File: src/rtl/mem_stage_ctrl_pkg.sv
// Shared pipeline definitions for the memory stage: control-field bit
// positions and the memory-access FSM states.
package mem_stage_ctrl_pkg;

  localparam int unsigned CTRL_MEM_READ   = 0;
  localparam int unsigned CTRL_MEM_WRITE  = 1;
  localparam int unsigned CTRL_BYTE       = 2;
  localparam int unsigned CTRL_REG_WRITE  = 3;
  localparam int unsigned CTRL_MEM_TO_REG = 4;
  localparam int unsigned CTRL_BRANCH     = 5;

  typedef enum logic {
    IDLE,
    WAIT
  } state_t;

endpackage

File: src/rtl/mem_lane_align.sv
// Byte-lane steering for data memory: byte enables, store replication and load lane select.
// Purely combinational, zero latency; no flow control of its own.
module mem_lane_align (
  input  logic [1:0]  byte_sel,
  input  logic        byte_access,
  input  logic [31:0] store_data,
  input  logic [31:0] load_word,
  output logic [3:0]  be,
  output logic [31:0] wdata,
  output logic [31:0] load_data
);

  always_comb begin
    be        = 4'hF;
    wdata     = store_data;
    load_data = load_word;
    if (byte_access) begin
      be        = 4'b0001 << byte_sel;
      wdata     = {4{store_data[7:0]}};
      load_data = {24'h0, load_word[{byte_sel, 3'b000} +: 8]};
    end
  end

endmodule

File: src/rtl/mem_stage_ctrl.sv
// Memory-stage controller: req/ack data-memory access, M/WB register, branch resolve.
// Latency 1 cycle plus ack delay; stalls upstream while an access is outstanding.
module mem_stage_ctrl #(
  parameter int unsigned TIMEOUT = 255
) (
  input  logic        clk,
  input  logic        reset,
  input  logic [31:0] address_in,
  input  logic [31:0] next_pc_in,
  input  logic        ALU_zero_in,
  input  logic [31:0] data_in,
  input  logic [5:0]  control_in,
  input  logic [4:0]  rgD_index_in,
  output logic        stall_out,
  output logic        branch_taken,
  output logic [31:0] branch_target,
  output logic        mem_req,
  output logic        mem_we,
  output logic [31:0] mem_addr,
  output logic [31:0] mem_wdata,
  output logic [3:0]  mem_be,
  input  logic [31:0] mem_rdata,
  input  logic        mem_ack,
  output logic [31:0] wb_data,
  output logic [4:0]  wb_rd,
  output logic        wb_reg_write,
  output logic        mem_err
);

  import mem_stage_ctrl_pkg::*;

  localparam logic [7:0] CNT_LAST = 8'(TIMEOUT - 1);

  state_t      state, state_nxt;
  logic [7:0]  wait_cnt, wait_cnt_nxt;
  logic        access, is_byte, is_load, misaligned, aligned_access;
  logic        req_int, timeout_hit, err;
  logic [31:0] load_data, wb_nxt;

  assign access         = control_in[CTRL_MEM_READ] | control_in[CTRL_MEM_WRITE];
  assign is_byte        = control_in[CTRL_BYTE];
  assign is_load        = control_in[CTRL_MEM_READ] & ~control_in[CTRL_MEM_WRITE];
  assign misaligned     = access & ~is_byte & (address_in[1:0] != 2'b00);
  assign aligned_access = access & ~misaligned;

  // wait_cnt counts cycles since the request was first raised (0 in IDLE),
  // so TIMEOUT bounds the total request length including the IDLE cycle.
  assign req_int     = (state == WAIT) | ((state == IDLE) & aligned_access);
  assign timeout_hit = req_int & ~mem_ack & (wait_cnt == CNT_LAST);
  assign err         = misaligned | timeout_hit;

  // Reset gates the request combinationally so an in-flight access aborts at once.
  assign mem_req   = reset & req_int;
  assign mem_we    = mem_req & control_in[CTRL_MEM_WRITE];
  assign mem_addr  = {address_in[31:2], 2'b00};
  assign stall_out = mem_req & ~mem_ack & ~timeout_hit;

  assign branch_taken  = control_in[CTRL_BRANCH] & ALU_zero_in;
  assign branch_target = next_pc_in;

  mem_lane_align u_align (
    .byte_sel    (address_in[1:0]),
    .byte_access (is_byte),
    .store_data  (data_in),
    .load_word   (mem_rdata),
    .be          (mem_be),
    .wdata       (mem_wdata),
    .load_data   (load_data)
  );

  always_comb begin
    state_nxt    = state;
    wait_cnt_nxt = wait_cnt;
    unique case (state)
      IDLE: begin
        if (aligned_access && !mem_ack && !timeout_hit) begin
          state_nxt    = WAIT;
          wait_cnt_nxt = 8'd1;
        end
      end
      WAIT: begin
        if (mem_ack || timeout_hit) begin
          state_nxt    = IDLE;
          wait_cnt_nxt = 8'd0;
        end else begin
          wait_cnt_nxt = wait_cnt + 8'd1;
        end
      end
      default: begin
        state_nxt    = IDLE;
        wait_cnt_nxt = 8'd0;
      end
    endcase
  end

  always_ff @(posedge clk or negedge reset) begin
    if (!reset) begin
      state    <= IDLE;
      wait_cnt <= 8'd0;
    end else begin
      state    <= state_nxt;
      wait_cnt <= wait_cnt_nxt;
    end
  end

  assign wb_nxt = (is_load && control_in[CTRL_MEM_TO_REG] && mem_req && mem_ack) ? load_data
                                                                                 : address_in;

  always_ff @(posedge clk or negedge reset) begin
    if (!reset) begin
      wb_data      <= 32'h0;
      wb_rd        <= 5'h0;
      wb_reg_write <= 1'b0;
      mem_err      <= 1'b0;
    end else begin
      mem_err <= err;
      if (stall_out) begin
        wb_reg_write <= 1'b0;
      end else begin
        wb_data      <= wb_nxt;
        wb_rd        <= rgD_index_in;
        wb_reg_write <= control_in[CTRL_REG_WRITE] & ~err;
      end
    end
  end

endmodule

File: config.mk
export PLATFORM = sky130hd
export DESIGN_NAME = mem_stage_ctrl
export DESIGN_NICKNAME = d
export VERILOG_FILES = /design/src/rtl/mem_stage_ctrl_pkg.sv /design/src/rtl/mem_lane_align.sv /design/src/rtl/mem_stage_ctrl.sv
export SDC_FILE = /design/constraint.sdc
export NUM_CORES = 1
export LEC_CHECK = 0
export BUFFER_PORTS_ARGS = -buffer_cell sky130_fd_sc_hd__buf_4
export CAP_MARGIN = 20
export CORE_AREA = 5 5 108 110
export CTS_CLUSTER_SIZE = 8
export DETAILED_ROUTE_END_ITERATION = 8
export DIE_AREA = 0 0 113 115
export PLACE_DENSITY = 0.71
export SYNTH_ARGS = -nofsm -noshare
export SYNTH_HDL_FRONTEND = slang
export SYNTH_SLANG_ARGS = --single-unit
File: constraint.sdc
create_clock -name clk -period 4.7 [get_ports clk]
set_clock_uncertainty 0.2 [all_clocks]
set_input_delay 0.94 -clock clk [delete_from_list [all_inputs] [get_ports clk]]
set_output_delay 0.94 -clock clk [all_outputs]
set_load 0.005 [all_outputs]
==> impl_metrics.xml <==
<?xml version="1.0" encoding="UTF-8"?>
<metrics>
  <group name="status">
    <metric name="run_status" unit="">complete, no violations</metric>
  </group>
  <group name="drt">
    <metric name="route.detailed.drc" unit="">0</metric>
    <metric name="drt_iter0_drc" unit="">226</metric>
    <metric name="finalWirelength" unit="mm">12.9</metric>
    <metric name="detailroute.via_count" unit="">3480</metric>
    <metric name="routedWlPerCell" unit="um">18.5</metric>
    <metric name="ant_nets" unit="">0</metric>
    <metric name="post_drt_via_cell_ratio" unit="">5.01</metric>
    <metric name="firstDrtPassIters" unit="">5</metric>
  </group>
  <group name="finish">
    <metric name="area.growth.synth_to_final" unit="%">37.4</metric>
    <metric name="finalNetCount" unit="">699</metric>
    <metric name="stdcell_area" unit="mm^2">0.00476</metric>
    <metric name="drive_gt1_share" unit="%">44.7</metric>
    <metric name="antenna-diode-count" unit="">0</metric>
  </group>
  <group name="critical_path">
    <metric name="endpoint_kind" unit="">output pin</metric>
    <metric name="cp-startpoint" unit="">control_in[2]</metric>
    <metric name="crit_required" unit="ns">3.56</metric>
    <metric name="timing_worst_setup_path_type" unit="">in2out</metric>
    <metric name="critPathCapture" unit="">stall_out</metric>
    <metric name="setup.reg_to_reg.worst_slack" unit="ns">2.42</metric>
    <metric name="ff2ff_path_depth" unit="">7</metric>
    <metric name="crit_arrival" unit="ns">2.57</metric>
    <metric name="worstPathMaxFanout" unit="">38</metric>
    <metric name="timing.rr.start" unit="">wait_cnt[0]$_DFFE_PN0P_</metric>
    <metric name="rr_endpoint" unit="">wb_rd[0]$_DFFE_PN0N_</metric>
    <metric name="type_of_element_launching_the_critical_path" unit="">input port</metric>
  </group>
  <group name="synthesis">
    <metric name="synth_largest_type_area_fraction" unit="%">34.6</metric>
    <metric name="synth_area_leaders" unit="">sky130_fd_sc_hd__dfrtp_1, sky130_fd_sc_hd__buf_4, sky130_fd_sc_hd__a31oi_1, sky130_fd_sc_hd__nand2_1, sky130_fd_sc_hd__nor3_1</metric>
    <metric name="post_synth.cell_area_avg" unit="um^2">8.28</metric>
    <metric name="syn-cell-area" unit="mm^2">0.00347</metric>
    <metric name="synth_cells" unit="">419</metric>
    <metric name="asyncSetResetFlopFracSynth" unit="%">100</metric>
    <metric name="synth-seq-area-share" unit="%">34.6</metric>
    <metric name="synth_area_leader_cell" unit="">sky130_fd_sc_hd__dfrtp_1</metric>
    <metric name="ys.warnings.count" unit="">0</metric>
    <metric name="synth.ff_latch_count" unit="">48</metric>
    <metric name="synthDistinctLibCells" unit="">40</metric>
    <metric name="dominantRegCellSynth" unit="">sky130_fd_sc_hd__dfrtp_1</metric>
    <metric name="synth_edf_count" unit="">0</metric>
  </group>
  <group name="die">
    <metric name="floorplan.io_pins" unit="">286</metric>
    <metric name="initial_utilization" unit="%">32.7</metric>
    <metric name="fp.dieH" unit="um">115</metric>
    <metric name="number_of_cell_rows" unit="">38</metric>
    <metric name="fp.dieW" unit="um">113</metric>
    <metric name="fp.dieArea" unit="mm^2">0.0130</metric>
    <metric name="core_area" unit="mm^2">0.0106</metric>
  </group>
  <group name="sta">
    <metric name="max_freq" unit="MHz">269</metric>
    <metric name="totalNegativeSetupSlack" unit="ns">0</metric>
    <metric name="hold_violation_total_from_the_final_report" unit="">0</metric>
    <metric name="layout_worst_path_cycle_share" unit="%">79.0</metric>
    <metric name="worst_slew_margin_rel" unit="%">35.4</metric>
    <metric name="report.final.slew_viol_count" unit="">0</metric>
    <metric name="grt_setup_unrepaired" unit="">no</metric>
    <metric name="layout_min_cycle_time" unit="ns">3.71</metric>
    <metric name="timing_worst_slew_pin_value" unit="ns">0.969</metric>
    <metric name="setup_viol_count_final" unit="">0</metric>
  </group>
  <group name="clock_tree">
    <metric name="insertion_delay" unit="ns">0.29</metric>
    <metric name="cts_post_setup_buffers_inserted" unit="">0</metric>
    <metric name="clock_tree.buffer_depth" unit="">2</metric>
    <metric name="post_cts_hold_fix_bufs" unit="">0</metric>
    <metric name="cts.reportedPaths.clkPinSlew" unit="ns">0.08</metric>
    <metric name="post_cts.resized_instances" unit="">0</metric>
    <metric name="clock_tree.root_cell" unit="">sky130_fd_sc_hd__clkbuf_8</metric>
    <metric name="tritoncts" unit="">done</metric>
    <metric name="clock_tree.htree_level_count" unit="">2</metric>
    <metric name="cts_inserted_buffers" unit="">5</metric>
    <metric name="tritoncts_num_sinks" unit="">48</metric>
  </group>
  <group name="power">
    <metric name="power-per-cell-area" unit="mW/mm^2">227</metric>
    <metric name="leakage_power" unit="nW">2.44</metric>
    <metric name="report.power.total" unit="W">0.00108</metric>
    <metric name="ir_drop" unit="mV">0.119</metric>
  </group>
  <group name="global_route">
    <metric name="globalRouteTotalUtil" unit="%">18.5</metric>
    <metric name="grt_antenna_before_repair" unit="">0</metric>
    <metric name="gr-total-overflow" unit="">0</metric>
    <metric name="pin_count_of_the_biggest_net_entering_global_routing" unit="">39</metric>
    <metric name="grt_pass1_vias" unit="">3463</metric>
    <metric name="wire_length_of_the_first_global_routing_pass" unit="mm">19.2</metric>
  </group>
  <group name="placement">
    <metric name="place.detailed.hpwl" unit="mm">10.4</metric>
    <metric name="placedInstanceArea" unit="mm^2">0.00467</metric>
    <metric name="gp_routability_congestion" unit="">0.892</metric>
    <metric name="io_buffer_count" unit="">219</metric>
  </group>
  <group name="job">
    <metric name="cap_viol_max_count" unit="">0</metric>
  </group>
  <group name="worst_hold_path">
    <metric name="hold_path_class" unit="">reg2reg</metric>
  </group>
</metrics>
==> power by group <==
part	total, W	internal (W)	switching (W)
combinational	0.000349	0.000190	0.000159
clock	0.000259	0.000120	0.000138
sequential	0.000474	0.000449	0.0000253
==> Yosys cell counts, types with 2 or more instances <==
master                       n
sky130_fd_sc_hd__nor2_1      3
sky130_fd_sc_hd__buf_4      73
sky130_fd_sc_hd__nor3_1     34
sky130_fd_sc_hd__nand3_1    29
sky130_fd_sc_hd__clkbuf_1   11
sky130_fd_sc_hd__dfrtp_1    48
sky130_fd_sc_hd__and3_1      2
sky130_fd_sc_hd__mux2i_1     8
sky130_fd_sc_hd__ha_1        2
sky130_fd_sc_hd__mux2_4      5
sky130_fd_sc_hd__or2_2       2
sky130_fd_sc_hd__o211ai_2    3
sky130_fd_sc_hd__a21oi_1     4
sky130_fd_sc_hd__nand2_1    46
sky130_fd_sc_hd__nand2b_1    3
sky130_fd_sc_hd__and2_1      2
sky130_fd_sc_hd__buf_2      13
sky130_fd_sc_hd__o2bb2ai_1   2
sky130_fd_sc_hd__o221ai_1    8
sky130_fd_sc_hd__or3_1       3
sky130_fd_sc_hd__a31oi_1    32
sky130_fd_sc_hd__a21o_1      5
sky130_fd_sc_hd__o21ai_0    28
sky130_fd_sc_hd__a2bb2oi_1   8
sky130_fd_sc_hd__inv_1      30
==> kinds of logic (layout without fill, tap and decap cells) <==
logic type / after synthesis / after routing / share of synthesized area [%]
buffers and inverters: 128 / 263 / 22.3
other: 1 / 2 / 0.108
AO/OA/AOI/OAI: 97 / 97 / 19.2
AND/OR/NAND/NOR: 129 / 129 / 18.4
multiplexers: 13 / 13 / 4.47
flip-flops: 48 / 48 / 34.6
XOR/XNOR: 1 / 1 / 0.253
adder cells (fa/ha/maj): 2 / 2 / 0.721
==> sequential cells by signal (all words and copies together) (netlist names) <==
register and count:
wb_reg_write 1, state 1, wb_rd 5, wait_cnt 8, mem_err 1, wb_data 32
==> through the flow <==
stage | hold slack (ns) | setup slack, ns | std cells | util, %
global route | 0.348 | 0.873 | 695 | 44.9
CTS | 0.327 | 0.995 | 695 | 44.9
floorplan | 0.281 | 1.85 | 420 | -
global placement | 0.298 | 1.04 | 687 | 44.1
finish | 0.323 | 0.987 | 695 | 44.9
detailed placement | 0.303 | 1.00 | 687 | 44.1
==> worst min path at each step <==
stage,start,end,slack (ns),cells after the start
3_5_place_dp,wb_rd[4]$_DFFE_PN0N_,wb_rd[4]$_DFFE_PN0N_,0.30,1
5_1_grt,reset,wb_data[30]$_DFFE_PN0N_,0.35,1
4_1_cts,wb_rd[4]$_DFFE_PN0N_,wb_rd[4]$_DFFE_PN0N_,0.33,1
2_1_floorplan,wait_cnt[7]$_DFFE_PN0P_,wait_cnt[7]$_DFFE_PN0P_,0.28,1
3_3_place_gp,wb_rd[4]$_DFFE_PN0N_,wb_rd[4]$_DFFE_PN0N_,0.30,1
6_report,wb_rd[4]$_DFFE_PN0N_,wb_rd[4]$_DFFE_PN0N_,0.32,1
==> cell type report <==
class / instances / area, um^2
tap: 140 / 175
multi-input combinational: 244 / 1500
clock buffer: 8 / 90.1
sequential: 48 / 1200
timing repair buffer: 224 / 1680
fill: 1055 / 5840
inverter: 31 / 119
==> per-layer routing <==
layer / wire, um / vias up / track usage (%)
met5: 0 / - / 0
met4: 81 / 0 / 2.72
met3: 913 / 10 / 3.84
met2: 6850 / 172 / 32.9
met1: 5040 / 1642 / 23.9
li1: - / 1656 / -
==> critical path, stage by stage <==
cell and delay [ns]:
sky130_fd_sc_hd__buf_4 0.29, sky130_fd_sc_hd__o21bai_2 0.24, sky130_fd_sc_hd__a21o_1 0.30, sky130_fd_sc_hd__nand3_4 0.39, sky130_fd_sc_hd__inv_4 0.26, sky130_fd_sc_hd__buf_4 0.14
==> layout by cell type (no fill, tap or decap), types with 2 or more instances in the layout <==
cell type                   count
sky130_fd_sc_hd__nand3_1       29
sky130_fd_sc_hd__buf_4        224
sky130_fd_sc_hd__and2_1         2
sky130_fd_sc_hd__conb_1         2
sky130_fd_sc_hd__o211ai_2       3
sky130_fd_sc_hd__or2_2          2
sky130_fd_sc_hd__clkbuf_8       6
sky130_fd_sc_hd__a31oi_1       32
sky130_fd_sc_hd__a2bb2oi_1      8
sky130_fd_sc_hd__mux2_4         5
sky130_fd_sc_hd__mux2i_1        8
sky130_fd_sc_hd__o2bb2ai_1      2
sky130_fd_sc_hd__a21o_1         5
sky130_fd_sc_hd__nand2_1       46
sky130_fd_sc_hd__inv_1         30
sky130_fd_sc_hd__and3_1         2
sky130_fd_sc_hd__nand2b_1       3
sky130_fd_sc_hd__dfrtp_1       48
sky130_fd_sc_hd__or3_1          3
sky130_fd_sc_hd__nor3_1        34
sky130_fd_sc_hd__nor2_1         3
sky130_fd_sc_hd__ha_1           2
sky130_fd_sc_hd__a21oi_1        4
sky130_fd_sc_hd__clkbuf_1       2
sky130_fd_sc_hd__o21ai_0       28
sky130_fd_sc_hd__o221ai_1       8
Note: power is estimated with default switching activity, not from simulation.
